--- config.mk ---
export PLATFORM = sky130hd
export DESIGN_NAME = lmsm_sequencer_flat
export DESIGN_NICKNAME = d
export VERILOG_FILES = /design/src/rtl/lmsm_sequencer_if.sv /design/src/rtl/lmsm_sequencer.sv /design/src/flat_wrapper.sv
export SDC_FILE = /design/constraint.sdc
export NUM_CORES = 1
export LEC_CHECK = 0
export BUFFER_PORTS_ARGS = -buffer_cell sky130_fd_sc_hd__buf_2
export CORE_MARGIN = 3
export CORE_UTILIZATION = 48
export DETAILED_ROUTE_END_ITERATION = 8
export PLACE_DENSITY = 0.9
export SLEW_MARGIN = 20
export SYNTH_ARGS = -nofsm -noshare
export SYNTH_HDL_FRONTEND = slang
export SYNTH_SLANG_ARGS = --single-unit
--- constraint.sdc ---
create_clock -name clk -period 3.01 [get_ports clk]
set_input_delay 0.4515 -clock clk [delete_from_list [all_inputs] [get_ports clk]]
set_output_delay 0.4515 -clock clk [all_outputs]
set_load 0.01 [all_outputs]
--- src/rtl/lmsm_sequencer_if.sv ---
// Bus between the memory stage and the LM/SM sequencer: pipeline-side request
// fields, memory handshake, register-file steering and status.
interface lmsm_sequencer_if #(
    parameter int ADDR_W = 16,
    parameter int DATA_W = 16
);
    logic              start;
    logic              is_lm;
    logic [7:0]        reg_list;
    logic [ADDR_W-1:0] base_addr;
    logic              mem_ack;
    logic [DATA_W-1:0] rd_data;
    logic [DATA_W-1:0] mem_rdata;

    logic              busy;
    logic              stall;
    logic [2:0]        reg_sel;
    logic              mem_req;
    logic              mem_we;
    logic [ADDR_W-1:0] mem_addr;
    logic [DATA_W-1:0] mem_wdata;
    logic              rf_we;
    logic [2:0]        rf_waddr;
    logic [DATA_W-1:0] rf_wdata;
    logic              done;
    logic [3:0]        xfer_cnt;

    modport master (
        output start, is_lm, reg_list, base_addr, mem_ack, rd_data, mem_rdata,
        input  busy, stall, reg_sel, mem_req, mem_we, mem_addr, mem_wdata,
               rf_we, rf_waddr, rf_wdata, done, xfer_cnt
    );

    modport slave (
        input  start, is_lm, reg_list, base_addr, mem_ack, rd_data, mem_rdata,
        output busy, stall, reg_sel, mem_req, mem_we, mem_addr, mem_wdata,
               rf_we, rf_waddr, rf_wdata, done, xfer_cnt
    );
endinterface

--- src/rtl/lmsm_sequencer.sv ---
// Load/store-multiple sequencer: walks the latched register list R0..R7 and
// issues one memory transfer per set bit at consecutive addresses.
module lmsm_sequencer #(
    parameter int ADDR_W = 16,
    parameter int DATA_W = 16
) (
    input  logic                clk,
    input  logic                reset,
    lmsm_sequencer_if.slave     bus
);

    typedef enum logic [1:0] {
        ST_IDLE,
        ST_ACTIVE,
        ST_DONE
    } state_t;

    state_t            state_q, state_d;
    logic [7:0]        pend_q, pend_d;
    logic [ADDR_W-1:0] addr_q, addr_d;
    logic              lm_q, lm_d;
    logic [3:0]        cnt_q, cnt_d;
    logic [2:0]        idx;

    // Lowest pending register goes first; scanning downward lets bit 0 win.
    always_comb begin
        idx = 3'd0;
        for (int i = 7; i >= 0; i--) begin
            if (pend_q[i]) idx = 3'(i);
        end
    end

    always_comb begin
        state_d = state_q;
        pend_d  = pend_q;
        addr_d  = addr_q;
        lm_d    = lm_q;
        cnt_d   = cnt_q;
        case (state_q)
            ST_IDLE: begin
                if (bus.start) begin
                    pend_d  = bus.reg_list;
                    addr_d  = bus.base_addr;
                    lm_d    = bus.is_lm;
                    cnt_d   = 4'd0;
                    state_d = (bus.reg_list != 8'd0) ? ST_ACTIVE : ST_DONE;
                end
            end
            ST_ACTIVE: begin
                if (bus.mem_ack) begin
                    pend_d = pend_q & ~(8'd1 << idx);
                    addr_d = addr_q + ADDR_W'(1);
                    cnt_d  = cnt_q + 4'd1;
                    if (pend_d == 8'd0) state_d = ST_DONE;
                end
            end
            ST_DONE:  state_d = ST_IDLE;
            default:  state_d = ST_IDLE;
        endcase
    end

    // Transfer controls are only live while ACTIVE so IDLE/DONE present a quiet bus.
    always_comb begin
        bus.busy      = (state_q != ST_IDLE);
        bus.stall     = (state_q != ST_IDLE);
        bus.mem_req   = 1'b0;
        bus.mem_we    = 1'b0;
        bus.rf_we     = 1'b0;
        bus.reg_sel   = 3'd0;
        bus.rf_waddr  = 3'd0;
        bus.mem_addr  = '0;
        bus.done      = (state_q == ST_DONE);
        bus.xfer_cnt  = cnt_q;
        bus.mem_wdata = DATA_W'(bus.rd_data);
        bus.rf_wdata  = DATA_W'(bus.mem_rdata);
        if (state_q == ST_ACTIVE) begin
            bus.mem_req  = 1'b1;
            bus.mem_we   = !lm_q;
            bus.rf_we    = lm_q & bus.mem_ack;
            bus.reg_sel  = idx;
            bus.rf_waddr = idx;
            bus.mem_addr = addr_q;
        end
    end

    always_ff @(posedge clk) begin
        if (reset) begin
            state_q <= ST_IDLE;
            pend_q  <= 8'd0;
            addr_q  <= '0;
            lm_q    <= 1'b0;
            cnt_q   <= 4'd0;
        end else begin
            state_q <= state_d;
            pend_q  <= pend_d;
            addr_q  <= addr_d;
            lm_q    <= lm_d;
            cnt_q   <= cnt_d;
        end
    end

endmodule

--- src/flat_wrapper.sv ---
// flat-port wrapper written by rule: the top's interface ports become plain ports
module lmsm_sequencer_flat 
#(
    parameter int ADDR_W = 16,
    parameter int DATA_W = 16
)
  (clk, reset, bus_start, bus_is_lm, bus_reg_list, bus_base_addr, bus_mem_ack, bus_rd_data, bus_mem_rdata, bus_busy, bus_stall, bus_reg_sel, bus_mem_req, bus_mem_we, bus_mem_addr, bus_mem_wdata, bus_rf_we, bus_rf_waddr, bus_rf_wdata, bus_done, bus_xfer_cnt);
  lmsm_sequencer_if #(.ADDR_W(ADDR_W), .DATA_W(DATA_W)) bus_i ();
  input  logic clk;
  input  logic reset;
  input wire logic [$bits(bus_i.start)-1:0] bus_start;
  input wire logic [$bits(bus_i.is_lm)-1:0] bus_is_lm;
  input wire logic [$bits(bus_i.reg_list)-1:0] bus_reg_list;
  input wire logic [$bits(bus_i.base_addr)-1:0] bus_base_addr;
  input wire logic [$bits(bus_i.mem_ack)-1:0] bus_mem_ack;
  input wire logic [$bits(bus_i.rd_data)-1:0] bus_rd_data;
  input wire logic [$bits(bus_i.mem_rdata)-1:0] bus_mem_rdata;
  output wire logic [$bits(bus_i.busy)-1:0] bus_busy;
  output wire logic [$bits(bus_i.stall)-1:0] bus_stall;
  output wire logic [$bits(bus_i.reg_sel)-1:0] bus_reg_sel;
  output wire logic [$bits(bus_i.mem_req)-1:0] bus_mem_req;
  output wire logic [$bits(bus_i.mem_we)-1:0] bus_mem_we;
  output wire logic [$bits(bus_i.mem_addr)-1:0] bus_mem_addr;
  output wire logic [$bits(bus_i.mem_wdata)-1:0] bus_mem_wdata;
  output wire logic [$bits(bus_i.rf_we)-1:0] bus_rf_we;
  output wire logic [$bits(bus_i.rf_waddr)-1:0] bus_rf_waddr;
  output wire logic [$bits(bus_i.rf_wdata)-1:0] bus_rf_wdata;
  output wire logic [$bits(bus_i.done)-1:0] bus_done;
  output wire logic [$bits(bus_i.xfer_cnt)-1:0] bus_xfer_cnt;
  assign bus_i.start = bus_start;
  assign bus_i.is_lm = bus_is_lm;
  assign bus_i.reg_list = bus_reg_list;
  assign bus_i.base_addr = bus_base_addr;
  assign bus_i.mem_ack = bus_mem_ack;
  assign bus_i.rd_data = bus_rd_data;
  assign bus_i.mem_rdata = bus_mem_rdata;
  assign bus_busy = bus_i.busy;
  assign bus_stall = bus_i.stall;
  assign bus_reg_sel = bus_i.reg_sel;
  assign bus_mem_req = bus_i.mem_req;
  assign bus_mem_we = bus_i.mem_we;
  assign bus_mem_addr = bus_i.mem_addr;
  assign bus_mem_wdata = bus_i.mem_wdata;
  assign bus_rf_we = bus_i.rf_we;
  assign bus_rf_waddr = bus_i.rf_waddr;
  assign bus_rf_wdata = bus_i.rf_wdata;
  assign bus_done = bus_i.done;
  assign bus_xfer_cnt = bus_i.xfer_cnt;
  lmsm_sequencer #(.ADDR_W(ADDR_W), .DATA_W(DATA_W)) u_core (.clk(clk), .reset(reset), .bus(bus_i));
endmodule
==> results of run 1 <==
==> power breakdown <==
part / leakage (nW) / switching [mW] / internal (mW)
logic: 0.736 / 0.172 / 0.135
registers: 0.254 / 0.0603 / 0.445
clock network: 0.0612 / 0.167 / 0.268
==> worst min-delay path, stage by stage <==
cell	delay [ns]
buf_2	0.10
nand2_1	0.05
a21oi_1	0.05
==> placed cells by master, fill, tap and decap left out, types with 2 or more instances in the layout <==
| cell | Yosys | routed |
|---|---|---|
| inv_1 | 9 | 9 |
| a211o_1 | 2 | 2 |
| a211oi_1 | 3 | 3 |
| a31oi_1 | 4 | 4 |
| nor4_1 | 7 | 7 |
| nand2b_1 | 5 | 5 |
| nor2b_1 | 8 | 8 |
| and2_1 | 17 | 17 |
| nor4b_1 | 4 | 4 |
| o2bb2ai_1 | 2 | 2 |
| a21oi_1 | 19 | 19 |
| dfxtp_1 | 31 | 31 |
| nand2_1 | 17 | 17 |
| buf_4 | 36 | 4 |
| or4_1 | 4 | 4 |
| o21ai_0 | 21 | 21 |
| a311oi_1 | 4 | 4 |
| a21o_1 | 3 | 3 |
| or3_1 | 2 | 2 |
| or2_2 | 3 | 3 |
| nor2_1 | 24 | 24 |
| clkbuf_8 | 0 | 6 |
| nand3_1 | 6 | 6 |
| and2_2 | 2 | 2 |
| buf_2 | 2 | 60 |
| ha_1 | 2 | 2 |
| mux2i_1 | 8 | 8 |
| nand4_1 | 3 | 3 |
| o211ai_1 | 2 | 2 |
| a2111oi_4 | 2 | 2 |
| o21a_1 | 2 | 2 |
| a221oi_1 | 3 | 3 |
| o32ai_1 | 3 | 3 |
| a32o_1 | 3 | 3 |
| nor3_1 | 7 | 7 |
==> layout make-up <==
type | count | area share
multi-input combinational | 209 | 0.5330
sequential | 31 | 0.2441
timing repair buffer | 64 | 0.1299
clock buffer | 6 | 0.03248
tap | 65 | 0.03199
inverter | 10 | 0.01476
clock inverter | 2 | 0.01378
==> flip-flops by register name (all words and copies together) (netlist names) <==
signal and flops:
u_core.pend_q 8, u_core.bus.xfer_cnt 4, u_core.state_q 2, u_core.addr_q 16, u_core.lm_q 1
==> cell families after synthesis <==
logic type	after synthesis
XOR/XNOR	1
buffers and inverters	65
adder cells (fa/ha/maj)	2
flip-flops	31
multiplexers	9
AO/OA/AOI/OAI	80
AND/OR/NAND/NOR	117
==> per-stage QoR <==
stage,total power [mW],setup WS (ns),area [um^2],cells,util
global placement,0.8065,0.9780,2425,379,0.5313
global route,1.312,0.4120,2542,387,0.5570
detailed placement,0.8160,0.9410,2425,379,0.5313
finish,1.247,0.5845,2542,387,0.5570
floorplan,0.7714,0.7568,2372,305,-
CTS,1.250,0.6212,2542,387,0.5570
==> per-layer routing <==
metal	global-route usage	wire, um
met3	0.05201	514
met5	0	0
met2	0.3146	2745
met4	0.09783	105
met1	0.2634	2541
==> worst max path at each step <==
stage | from | end | slack (ns)
after global placement | bus_mem_ack | u_core.addr_q[1]$_SDFFE_PP0P_ | 0.98
after floorplan | u_core.state_q[1]$_SDFFE_PP0P_ | bus_rf_waddr[1] | 0.76
final | u_core.state_q[1]$_SDFFE_PP0P_ | bus_mem_addr[8] | 0.58
after detailed placement | bus_mem_ack | u_core.addr_q[7]$_SDFFE_PP0P_ | 0.94
after CTS | u_core.state_q[1]$_SDFFE_PP0P_ | bus_mem_addr[8] | 0.62
after global routing | u_core.state_q[0]$_SDFFE_PP0P_ | bus_reg_sel[1] | 0.41
==> impl_metrics.toml, run 1 <==
[status]
outcome = "complete, no violations"

[routing]
dr.pass1.iters = 4
antenna_left = 0
drt_iter0_markers = 242
vias = 2259
via_per_inst = 5.837
wl_mm = 5.906
drc = 0
routedWlPerCell_um = 15.26

[yosys]
synth_top_area_frac = 0.2616
synth-seq-cells = 31
synth_cell_types = 55
synth_xor_area_frac = 0.003692
synth_most_common_cell = "buf_4"
postSynthAreaPerCell_um2 = 7.778
ys_async_sr_fraction = 0
yosysSeqAreaShare = 0.2616
yosysWarnings = 0
synth.area.top_cells = "dfxtp_1, buf_4, and2_1"
synth.top_cells.by_count = "buf_4, dfxtp_1, nor2_1"
yosys.area_share.simple = 0.2764
synth_edf_count = 0
synth_mux_area_frac = 0.03850
yosysTopAreaCell = "dfxtp_1"
synth_top_family_by_area = "simple AND/OR/NAND/NOR gates"
syn-instance-count = 305
synth_compound_area_frac = 0.2421
synth.net_count = 368
synth_ff_type = "dfxtp_1"
syn_area_um2 = 2372
synth-adder-area-share = 0.01055

[grt]
antenna_found_initial = 0
grt_pass1_vias = 2210
grt_pass1_wl_mm = 10.09
grt_max_degree = 30
grt_usage = 0.2036
overflow = 0

[clock_network]
hold_buffers = 0
root_buffer = "clkbuf_8"
cts_buffers = 5
ctsResizeCount = 0
worstSkewPairLatency_ns = 0.29
htree_levels = 2
cts_tree = "built"
clock_path_buffers = 2
cts.sinks = 31
cts_setup_buffers = 0
clk_pin_slew_ns = 0.07

[setup_path]
cp_slowest_cell = "dfxtp_1"
r2r_start = "u_core.state_q[0]$_SDFFE_PP0P_"
crit_path_cell_trace = "nand2b_1 > clkinv_1 > buf_4 > and2_1 > buf_2"
critPathRequiredTime_ns = 2.56
crit_buf_inv = 3
cp_max_fo = 20
crit_type = "reg -> out"
worst_ep_arrival_time_ns = 1.97
crit_path_end_kind = "output port"
start_kind = "flip-flop"
rr_worst_depth = 5
reg2reg_to = "u_core.addr_q[7]$_SDFFE_PP0P_"
ff2ff_setup_slack_ns = 0.90
crit_cells = 5
crit_family = "buffers and inverters"
critical-path-max-stage-delay_ns = 0.56

[sta]
hold_viol_final = 0
tightestPinTransition_ns = 0.7643
fin_crit_sh = 0.8058
hold_slack_ns = 0.4063
final-max-slew-violation-count = 0
fin_crit_ns = 2.426
tns_ns = 0
max_slew_margin = 0.4886
rsz0062_at_grt = "no"
max_freq_ghz = 0.4123
finalSetupViolCount = 0
clock_skew_ns = 0.006990

[cells_and_area]
diodes = 0
fillers = 437
nets = 384
drive_above_1_share = 0.2640
multi_input_area_um2 = 1355
seq_area_um2 = 620.6
area_growth_pct = 7.173

[floorplan]
num_rows = 24
die_area_um2 = 5822
start_util = 0.5197
die_y_um = 76.30
core_um2 = 4564
die_width_um = 76.30
boundaryPins = 125

[worst_hold_path]
min_from = "bus_reg_list[2]"
hold_path_class = "in -> reg"
hold_end = "u_core.pend_q[2]$_SDFFE_PP0P_"
hold-path-cell-count = 3

[placed_design]
port_buffers = 60
place_congestion = 0.8979
dp_hpwl_mm = 4.078

[power]
p_per_area_nw_per_um2 = 490.3
ir_drop_uv = 298.7
power.leakage_nw = 1.051

[flow_run]
cap_violations = 0
Note: power is estimated with default switching activity, not from simulation.
==> inputs of run 2 (changes only) <==
CORE_UTILIZATION = 41   (was 48)
PLACE_DENSITY = 0.82   (was 0.9)
clock period = 2.1 ns   (was 3.01 ns; I/O delays follow)
==> run 2 against run 1 <==
  * Largest cell class unchanged
  * Die area grew 16%
  * Combinational power increased by 60%
  * Non-clock buffer count up 13
  * Via count increased by 4.2%
==> impl_metrics.toml, run 2 (synthesized netlist as in run 1, its figures left out) <==
[placed_design]
place_congestion = 0.9442
port_buffers = 60
dp_hpwl_mm = 4.530

[worst_hold_path]
hold_end = "u_core.lm_q$_SDFFE_PP0P_"
hold_path_class = "in -> reg"
min_from = "bus_is_lm"
hold-path-cell-count = 3

[floorplan]
die_width_um = 82.07
core_um2 = 5540
boundaryPins = 125
die_y_um = 82.07
num_rows = 27
die_area_um2 = 6735
start_util = 0.4282

[cells_and_area]
largest_register_ffs = 16
top_register = "u_core.addr_q"
area_growth_pct = 10.97
drive_above_1_share = 0.3045
multi_input_area_um2 = 1373
nets = 397
fillers = 567
seq_area_um2 = 620.6
layout_common_cells = "buf_2, dfxtp_1, nor2_1"
diodes = 0
final_common_cell = "buf_2"

[power]
ir_drop_uv = 295.6
power.leakage_nw = 1.104
p_per_area_nw_per_um2 = 630.1
power.total_mw = 1.659

[routing]
drt_iter0_markers = 155
antenna_left = 0
via_per_inst = 5.784
wl_mm = 6.169
dr.pass1.iters = 4
topRoutingLayerUsed = "met4"
wl_met3_um = 505
vias = 2354
routedWlPerCell_um = 15.16
met2_length_mm = 2.853
drt-met1-wl_mm = 2.694
drc = 0

[sta]
fin_crit_sh = 0.9272
finalSetupViolCount = 0
hold_slack_ns = 0.2765
clock_skew_ns = 0.004650
fin_crit_ns = 1.947
hold_viol_final = 0
rsz0062_at_grt = "no"
tightestPinTransition_ns = 0.4356
max_freq_ghz = 0.5136
max_slew_margin = 0.7069
tns_ns = 0
final-max-slew-violation-count = 0

[status]
outcome = "complete, no violations"

[setup_path]
critical-path-max-stage-delay_ns = 0.35
cp_slowest_cell = "dfxtp_1"
crit_buf_inv = 3
cp_max_fo = 17
worst_ep_arrival_time_ns = 1.63
start_kind = "flip-flop"
crit_type = "reg -> out"
reg2reg_to = "u_core.state_q[1]$_SDFFE_PP0P_"
ff2ff_setup_slack_ns = 0.20
crit_path_end_kind = "output port"
rr_worst_depth = 4
crit_path_cell_trace = "nand2b_2 > clkinv_1 > buf_4 > and2_1 > buf_2"
crit_family = "buffers and inverters"
critPathRequiredTime_ns = 1.78
r2r_start = "u_core.pend_q[2]$_SDFFE_PP0P_"

[grt]
grt_max_degree = 28
overflow = 0
grt_usage = 0.1847
grt_pass1_vias = 2149
grt_pass1_wl_mm = 9.763
antenna_found_initial = 0

[clock_network]
hold_buffers = 0
cts_buffers = 5
htree_levels = 2
cts_setup_buffers = 0
root_buffer = "clkbuf_8"
cts_tree = "built"
clk_pin_slew_ns = 0.06
clock_path_buffers = 2
worstSkewPairLatency_ns = 0.29
cts.sinks = 31

[flow_run]
cap_violations = 0
==> run 2: timing repair <==
| item | in CTS | in global routing |
|---|---|---|
| resized for setup | 0 | 4 |
| endpoints found under the setup margin | 2 | 18 |
| hold endpoints to repair | 0 | 0 |
==> run 2: worst max-delay path by stage <==
stage	start	to	cells after the start
2_1_floorplan	u_core.state_q[1]$_SDFFE_PP0P_	bus_rf_waddr[1]	5
3_3_place_gp	u_core.pend_q[2]$_SDFFE_PP0P_	u_core.state_q[1]$_SDFFE_PP0P_	4
3_5_place_dp	u_core.pend_q[2]$_SDFFE_PP0P_	u_core.state_q[1]$_SDFFE_PP0P_	4
4_1_cts	u_core.pend_q[4]$_SDFFE_PP0P_	bus_reg_sel[1]	4
5_1_grt	u_core.pend_q[0]$_SDFFE_PP0P_	bus_rf_waddr[2]	5
6_report	u_core.state_q[1]$_SDFFE_PP0P_	bus_mem_addr[8]	5
==> run 2: cell type report <==
| class | instances | share of cell area |
|---|---|---|
| clock buffer | 5 | 0.02614 |
| clock inverter | 3 | 0.005703 |
| inverter | 10 | 0.01426 |
| multi-input combinational | 209 | 0.5214 |
| sequential | 31 | 0.2357 |
| tap | 72 | 0.03422 |
| timing repair buffer | 77 | 0.1625 |
==> run 2: routing by layer <==
| layer | up-vias | global-route usage |
|---|---|---|
| met5 | - | 0 |
| met4 | 0 | 0.08638 |
| met3 | 11 | 0.04496 |
| met2 | 108 | 0.2948 |
| met1 | 1107 | 0.2328 |
| li1 | 1128 | - |
==> run 2: per-stage QoR <==
stage,utilization,cells,instance area (um^2),setup WS [ns]
after floorplan,-,305,2374,0.1485
after global routing,0.4752,407,2633,0.02725
after global placement,0.4571,399,2532,0.2754
after CTS,0.4722,407,2616,-0.002112
final,0.4752,407,2633,0.1529
after detailed placement,0.4571,399,2532,0.2393
==> run 2: power by group <==
group,internal [mW],switching [mW]
logic,0.219,0.273
registers,0.638,0.0735
clock network,0.226,0.229
==> run 2: worst reg2reg max path, delay by kind of cell, from the launching register on <==
kind	cells	cell delay (ns)
flops	1	0.39
simple gates	1	0.57
compound gates	3	0.84
